<file path="config.mk">
export PLATFORM = sky130hd
export DESIGN_NAME = corr_multi
export DESIGN_NICKNAME = d
export VERILOG_FILES = /design/src/rtl/corr_multi_pkg.sv /design/src/rtl/corr_multi_pair.sv /design/src/rtl/corr_multi.sv
export SDC_FILE = /design/constraint.sdc
export NUM_CORES = 2
export LEC_CHECK = 0
export CORE_AREA = 2 2 240 242
export CTS_CLUSTER_SIZE = 20
export DETAILED_ROUTE_END_ITERATION = 12
export DIE_AREA = 0 0 242 244
export PLACE_DENSITY = 0.79
export SETUP_SLACK_MARGIN = 0.2
export SLEW_MARGIN = 20
export SYNTH_ARGS = -nofsm -noshare
export SYNTH_HDL_FRONTEND = slang
export SYNTH_SLANG_ARGS = --single-unit
</file>
<file path="constraint.sdc">
create_clock -name i_clk -period 16.1 [get_ports i_clk]
set_input_delay 2.415 -clock i_clk [delete_from_list [all_inputs] [get_ports i_clk]]
set_output_delay 2.415 -clock i_clk [all_outputs]
set_load 0.01 [all_outputs]
</file>
<file path="src/rtl/corr_multi_pkg.sv">
// corr_multi_pkg: serializer state type, packet geometry constants and a
// popcount helper shared by the multi-pair correlator.
package corr_multi_pkg;

  localparam int PKT_HDR_BYTES      = 2;
  localparam int PKT_BYTES_PER_PAIR = 4;
  localparam int MAX_N_PAIR         = 8;

  typedef enum logic [1:0] {
    IDLE = 2'd0,
    HDR0 = 2'd1,
    HDR1 = 2'd2,
    BODY = 2'd3
  } serState_t;

  function automatic logic [3:0] popCount(input logic [MAX_N_PAIR-1:0] v);
    logic [3:0] n;
    n = '0;
    for (int i = 0; i < MAX_N_PAIR; i++) begin
      n = n + {3'b000, v[i]};
    end
    return n;
  endfunction

endpackage

</file>
<file path="src/rtl/corr_multi_pair.sv">
// corr_multi_pair: X, Y, X&Y and X^Y window counters for one (x, y) pair,
// with a wrap-inclusive snapshot of the scaled, saturated report bytes.
module corr_multi_pair #(
  parameter int TIME_W = 16,
  parameter int EXP_W  = 5
) (
  input  logic             clk,
  input  logic             rstN,
  input  logic             cg,
  input  logic             strobe,
  input  logic             wrap,
  input  logic             clear,
  input  logic             snapLoad,
  input  logic             x,
  input  logic             y,
  input  logic [EXP_W-1:0] winExp,
  output logic [31:0]      repBytes
);

  logic [3:0]        sampleBits;
  logic [EXP_W-1:0]  shamt;
  logic [TIME_W:0]   fullCnt;

  assign sampleBits = {x ^ y, x & y, y, x};
  assign shamt      = EXP_W'(TIME_W) - winExp;
  assign fullCnt    = (TIME_W+1)'(1) << winExp;

  for (genvar gi = 0; gi < 4; gi++) begin : gCnt
    logic [TIME_W:0] cntReg;
    logic [TIME_W:0] total;
    logic [7:0]      scaledByte;
    logic [7:0]      snapReg;

    // total never exceeds 2^exp, so the left shift stays inside TIME_W+1 bits
    assign total      = cntReg + {{TIME_W{1'b0}}, sampleBits[gi]};
    assign scaledByte = 8'((total << shamt) >> (TIME_W - 8));

    always_ff @(posedge clk) begin
      if (!rstN) begin
        cntReg  <= '0;
        snapReg <= '0;
      end else if (cg) begin
        if (clear) begin
          cntReg <= '0;
        end else if (strobe) begin
          cntReg <= wrap ? '0 : total;
        end
        if (snapLoad) begin
          snapReg <= (total == fullCnt) ? 8'hFF : scaledByte;
        end
      end
    end

    assign repBytes[gi*8 +: 8] = snapReg;
  end

endmodule

</file>
<file path="src/rtl/corr_multi.sv">
// corr_multi: N_PAIR-way rectangular-window correlator feeding a byte-packet
// serializer. Define CORR_MULTI_CHMASK_EN to add the i_chEnable packet mask.
module corr_multi
  import corr_multi_pkg::*;
#(
  parameter int  N_PAIR                = 4,
  parameter int  MAX_WINDOW_LENGTH_EXP = 16,
  localparam int TIME_W                = MAX_WINDOW_LENGTH_EXP,
  localparam int EXP_W                 = $clog2(MAX_WINDOW_LENGTH_EXP + 1)
) (
  input  logic              i_clk,
  input  logic              i_rst_n,
  input  logic              i_cg,
  input  logic              i_sampleStrobe,
  input  logic [N_PAIR-1:0] i_x,
  input  logic [N_PAIR-1:0] i_y,
  input  logic [EXP_W-1:0]  i_windowLengthExp,
  input  logic              i_clear,
`ifdef CORR_MULTI_CHMASK_EN
  input  logic [N_PAIR-1:0] i_chEnable,
`endif
  output logic [7:0]        o_data,
  output logic              o_valid,
  input  logic              i_ready,
  output logic              o_busy,
  output logic [7:0]        o_dropCount
);

  serState_t              stateReg, stateNext;
  logic [5:0]             idxReg, idxNext;
  logic [TIME_W-1:0]      tReg;
  logic [7:0]             winNumReg;
  logic                   droppedReg;
  logic [7:0]             dropCntReg;
  logic [7:0]             oDataReg, oDataNext;
  logic                   oValidReg, oValidNext;
  logic                   busyReg;
  logic [N_PAIR-1:0]      chMask;
  logic [N_PAIR*32-1:0]   repBytes;

  logic [EXP_W-1:0]       winExp;
  logic [TIME_W-1:0]      lowMask;
  logic                   wrap;
  logic                   accept;
  logic                   finalAccept;
  logic                   snapLoad;
  logic                   dropEvent;
  logic [3:0]             nIncl;
  logic [5:0]             lastIdx;
  logic [5:0]             bodyIdx;
  logic [3:0]             rank;
  logic [7:0]             bodyByte;

  assign winExp  = (i_windowLengthExp > EXP_W'(TIME_W)) ? EXP_W'(TIME_W) : i_windowLengthExp;
  assign lowMask = ~({TIME_W{1'b1}} << winExp);
  assign wrap    = i_cg && i_sampleStrobe && !i_clear && ((tReg & lowMask) == lowMask);

  assign nIncl       = popCount(MAX_N_PAIR'(chMask));
  assign lastIdx     = 6'(PKT_HDR_BYTES) + 6'(PKT_BYTES_PER_PAIR) * 6'(nIncl) - 6'd1;
  assign accept      = i_cg && oValidReg && i_ready;
  assign finalAccept = accept && (stateReg != IDLE) && (idxReg == lastIdx);
  // a window ending on the last byte's accept hands over without a gap
  assign snapLoad    = wrap && ((stateReg == IDLE) || finalAccept);
  assign dropEvent   = wrap && !snapLoad;

`ifdef CORR_MULTI_CHMASK_EN
  always_ff @(posedge i_clk) begin
    if (!i_rst_n) begin
      chMask <= '0;
    end else if (snapLoad) begin
      chMask <= i_chEnable;
    end
  end
`else
  assign chMask = '1;
`endif

  for (genvar gi = 0; gi < N_PAIR; gi++) begin : gPair
    corr_multi_pair #(
      .TIME_W (TIME_W),
      .EXP_W  (EXP_W)
    ) uPair (
      .clk      (i_clk),
      .rstN     (i_rst_n),
      .cg       (i_cg),
      .strobe   (i_sampleStrobe),
      .wrap     (wrap),
      .clear    (i_clear),
      .snapLoad (snapLoad),
      .x        (i_x[gi]),
      .y        (i_y[gi]),
      .winExp   (winExp),
      .repBytes (repBytes[gi*32 +: 32])
    );
  end

  always_ff @(posedge i_clk) begin
    if (!i_rst_n) begin
      stateReg <= IDLE;
      idxReg   <= '0;
    end else if (i_cg) begin
      stateReg <= stateNext;
      idxReg   <= idxNext;
    end
  end

  always_comb begin
    stateNext = stateReg;
    idxNext   = idxReg;
    case (stateReg)
      IDLE: begin
        if (snapLoad) begin
          stateNext = HDR0;
          idxNext   = '0;
        end
      end
      default: begin
        if (accept) begin
          if (idxReg == lastIdx) begin
            stateNext = snapLoad ? HDR0 : IDLE;
            idxNext   = '0;
          end else begin
            stateNext = (stateReg == HDR0) ? HDR1 : BODY;
            idxNext   = idxReg + 6'd1;
          end
        end
      end
    endcase
  end

  // body byte n maps to field n%4 of the (n/4)-th included pair
  assign bodyIdx = idxNext - 6'(PKT_HDR_BYTES);

  always_comb begin
    bodyByte = '0;
    rank     = '0;
    for (int k = 0; k < N_PAIR; k++) begin
      if (chMask[k]) begin
        if (rank == bodyIdx[5:2]) begin
          bodyByte = repBytes[k*32 + 8*int'(bodyIdx[1:0]) +: 8];
        end
        rank = rank + 4'd1;
      end
    end
  end

  always_comb begin
    oValidNext = oValidReg;
    oDataNext  = oDataReg;
    if (!(oValidReg && !i_ready)) begin
      case (stateNext)
        IDLE: begin
          oValidNext = 1'b0;
          oDataNext  = 8'h00;
        end
        HDR0: begin
          oValidNext = 1'b1;
          oDataNext  = winNumReg;
        end
        HDR1: begin
          oValidNext = 1'b1;
          oDataNext  = {droppedReg | dropEvent, 7'(nIncl)};
        end
        default: begin
          oValidNext = 1'b1;
          oDataNext  = bodyByte;
        end
      endcase
    end
  end

  always_ff @(posedge i_clk) begin
    if (!i_rst_n) begin
      tReg       <= '0;
      winNumReg  <= '0;
      droppedReg <= 1'b0;
      dropCntReg <= '0;
      oDataReg   <= '0;
      oValidReg  <= 1'b0;
      busyReg    <= 1'b0;
    end else if (i_cg) begin
      if (i_clear) begin
        tReg <= '0;
      end else if (i_sampleStrobe) begin
        tReg <= wrap ? '0 : tReg + 1'b1;
      end
      if (wrap) begin
        winNumReg <= winNumReg + 8'd1;
      end
      if (dropEvent) begin
        droppedReg <= 1'b1;
        if (dropCntReg != 8'hFF) begin
          dropCntReg <= dropCntReg + 8'd1;
        end
      end else if (accept && (stateReg == HDR1)) begin
        droppedReg <= 1'b0;
      end
      oDataReg  <= oDataNext;
      oValidReg <= oValidNext;
      busyReg   <= (stateNext != IDLE);
    end
  end

  assign o_data      = oDataReg;
  assign o_valid     = oValidReg;
  assign o_busy      = busyReg;
  assign o_dropCount = dropCntReg;

endmodule

</file>
==> results_dict.tcl <==
set metrics [dict create \
    slowest_stage "clkdlybuf4s50_1" \
    hold_viol_final 0 \
    startpoint_type "input port" \
    critPathMaxFanout 74 \
    synth-seq-cells 451 \
    syn2layout_area_growth_pct 7.239 \
    synth_top_area_cell "dfxtp_1" \
    globalplace.congestion 0.9989 \
    ys_seq_area_frac 0.2701 \
    clk_pin_slew_ns 0.06 \
    cts_tree "yes" \
    fillers 5118 \
    cp_slowest_stage_delay_ns 0.82 \
    finalCritPeriodShare 0.5467 \
    post_drt_wl_per_cell_um 19.71 \
    antenna_found_initial 1 \
    portBuffers 36 \
    multi_input_area_sq_um 22980 \
    io_pins 37 \
    die_w_um 242 \
    finClkSkew_ns 0.02712 \
    synth_most_common_cell "nor2_1" \
    fin_ws_ns 7.298 \
    vias 34118 \
    status "completed" \
    max-slew-margin-rel 0.1932 \
    cp_top_family "buffers and inverters" \
    min_path_type "reg -> reg" \
    nets 4584 \
    via_per_inst 6.419 \
    grt.overflow.total 0 \
    ctsHtreeMaxLevel 2 \
    regArea_sq_um 9029 \
    insertion_delay_ns 0.62 \
    drt_pass1_iterations 6 \
    tightest_slew_ns 1.209 \
    maxCapViolCount 0 \
    synth-async-reset-ratio 0 \
    ctsHoldBuffers 0 \
    crit_type "in -> reg" \
    drv_slew 0 \
    drc_errors 0 \
    clock-sinks 451 \
    setup_viol 0 \
    grt_pass1_vias 30292 \
    syn_area_sq_um 33430 \
    cts_resized 0 \
    fin_crit_ns 8.802 \
    cp_data_required_time_ns 16.61 \
    final_layout_size_suffix_gt1_frac 0.05312 \
    grt_max_degree 124 \
    yosysUniqueCellTypes 82 \
    grt_pass1_wl_mm 165.5 \
    synth_top_flop_cell "dfxtp_1" \
    cts_buffers 50 \
    fmax_ghz 0.1136 \
    cts_root_buf "clkbuf_16" \
    synth_cells 4725 \
    endpoint_kind "register" \
    initial_core_util 0.5951 \
    clockBufferDepth 3 \
    arrival_ns 9.31 \
    dieArea_sq_um 59050 \
    synthTopCellsByCount "779 x nor2_1, 549 x a21oi_1, 465 x nand2_1" \
    grt_use_total 0.3403 \
    peakVddDrop_uv 79.22 \
    synth_nets 4793 \
    instances_no_fill 5315 \
    dp_slack_ns 6.802 \
    ant_nets 0 \
    dr.first_iter.drc_count 4090 \
    synth_area_per_cell_sq_um 7.074 \
    hpwl_mm 69.96 \
    core-area_sq_um 56170 \
    synth_edf_count 0 \
    ys_warn_count 0 \
    dieHeight_um 244 \
    rows 87 \
    synth.area.top_cells "dfxtp_1 27%, nor2_1 8.7%, a21oi_1 8.2%" \
    wl_mm 104.8 \
    synth_top_area_share 0.2701 \
    post_cts_buffers 0 \
    rsz0062_at_grt "false" \
    crit_buf_inv 6 \
    dp_cells 5220 \
    setup_total_negative_slack_ns 0 \
    p_leak_uw 0.01292 \
    power.density_nw_per_um2 79.02 \
    cp_cell_sequence "clkdlybuf4s50_1 -> inv_2 -> nand2_4 -> buf_4 -> inv_6 -> ha_1 -> o21ai_0 -> a21oi_1 -> or4_4 -> or4_1 -> a31o_4 -> inv_1 -> ha_1 -> inv_1 -> or3_1 -> a31oi_1 -> a21o_1 -> o311ai_1 -> a21o_1 -> or2_2 -> o221ai_1 -> nand3_1" \
]
per-stage QoR:
stage / cell area, sq um / total power, uW / hold WS (ns) / utilization
after floorplan: 33430 / 1429 / 0.4402 / -
after global placement: 33960 / 1529 / 0.4624 / 0.6046
after detailed placement: 33960 / 1532 / 0.4655 / 0.6046
after CTS: 35840 / 2833 / 0.4798 / 0.6380
after global routing: 35840 / 2921 / 0.4972 / 0.6380
final: 35850 / 2833 / 0.4864 / 0.6382
worst reg2reg max path: stages, from the launching register on:
cell and delay (ns):
dfxtp_1 0.43, nor2b_1 0.16, a222oi_1 0.11, or4_4 0.54
or4_1 0.71, a31o_4 0.43, inv_1 0.12, ha_1 0.29
inv_1 0.11, or3_1 0.31, a31oi_1 0.17, a21o_1 0.11
o311ai_1 0.12, a21o_1 0.31, or2_2 0.40, o221ai_1 0.20
nand3_1 0.09
layout by cell type (no fill, tap or decap), drive strengths merged, types with 21 or more instances in the layout:
cell type and instances:
o22ai 25, or3 21, and2 34, nor3 77, o21ai 308, o211ai 31
a22oi 100, clkdlybuf4s50 35, a31oi 54, a211oi 77, nor2 779, nand4 62
mux2 22, mux2i 113, inv 45, a21oi 549, clkbuf 60, buf 63
ha 49, nand2 466, dfxtp 451, nor4 39, xor2 220, xnor2 298
and3 82, nand3 227
sequential cells by signal (all words and copies together), names as in the netlist:
register	cells
gPair.uPair.gCnt.cntReg	272
gPair.uPair.gCnt.snapReg	128
tReg	16
o_data	8
o_dropCount	8
winNumReg	8
idxReg	6
stateReg	2
droppedReg	1
o_busy	1
o_valid	1
final cells by class:
type,count,area share
flip-flops and latches,451,0.2519
clock inverters,32,0.01389
well taps,756,0.02639
inverters,40,0.004607
repair buffers,98,0.02332
clock buffers,60,0.03850
diodes,3,0.0002094
multi-input cells,3875,0.6412
layer usage:
metal	global-route usage	routed length [um]	vias to the layer above
li1	-	-	16273
met1	0.4741	45300	15939
met2	0.5300	45650	1631
met3	0.04445	9658	275
met4	0.1434	4144	0
met5	0	0	-
power breakdown:
group | switching, uW | internal, uW
Clock | 518 | 794
Combinational | 276 | 123
Sequential | 2.58 | 1120
Total | 797 | 2040
cells by family (layout without fill, tap and decap cells):
logic type / Yosys count / in the layout / synth area share
fa+ha+maj: 49 / 49 / 0.01834
other cells: 0 / 3 / 0
xor+xnor: 518 / 518 / 0.1357
simple gates: 1864 / 1864 / 0.2482
buf+inv: 399 / 230 / 0.04619
compound gates: 1295 / 1295 / 0.2307
flops: 451 / 451 / 0.2701
mux: 149 / 149 / 0.05068
worst paths after layout:
path	depth (start not counted)	from	end	slack, ns
worst max-delay path	22	i_windowLengthExp[4]	o_data[2]$_SDFFE_PN0P_	7.30
worst min-delay path	1	tReg[7]$_SDFFE_PN0P_	tReg[7]$_SDFFE_PN0P_	0.49
worst max register to register	16	tReg[0]$_SDFFE_PN0P_	o_data[2]$_SDFFE_PN0P_	11.39
worst min register to register	1	tReg[7]$_SDFFE_PN0P_	tReg[7]$_SDFFE_PN0P_	0.49
(Power assumes the default switching activity.)
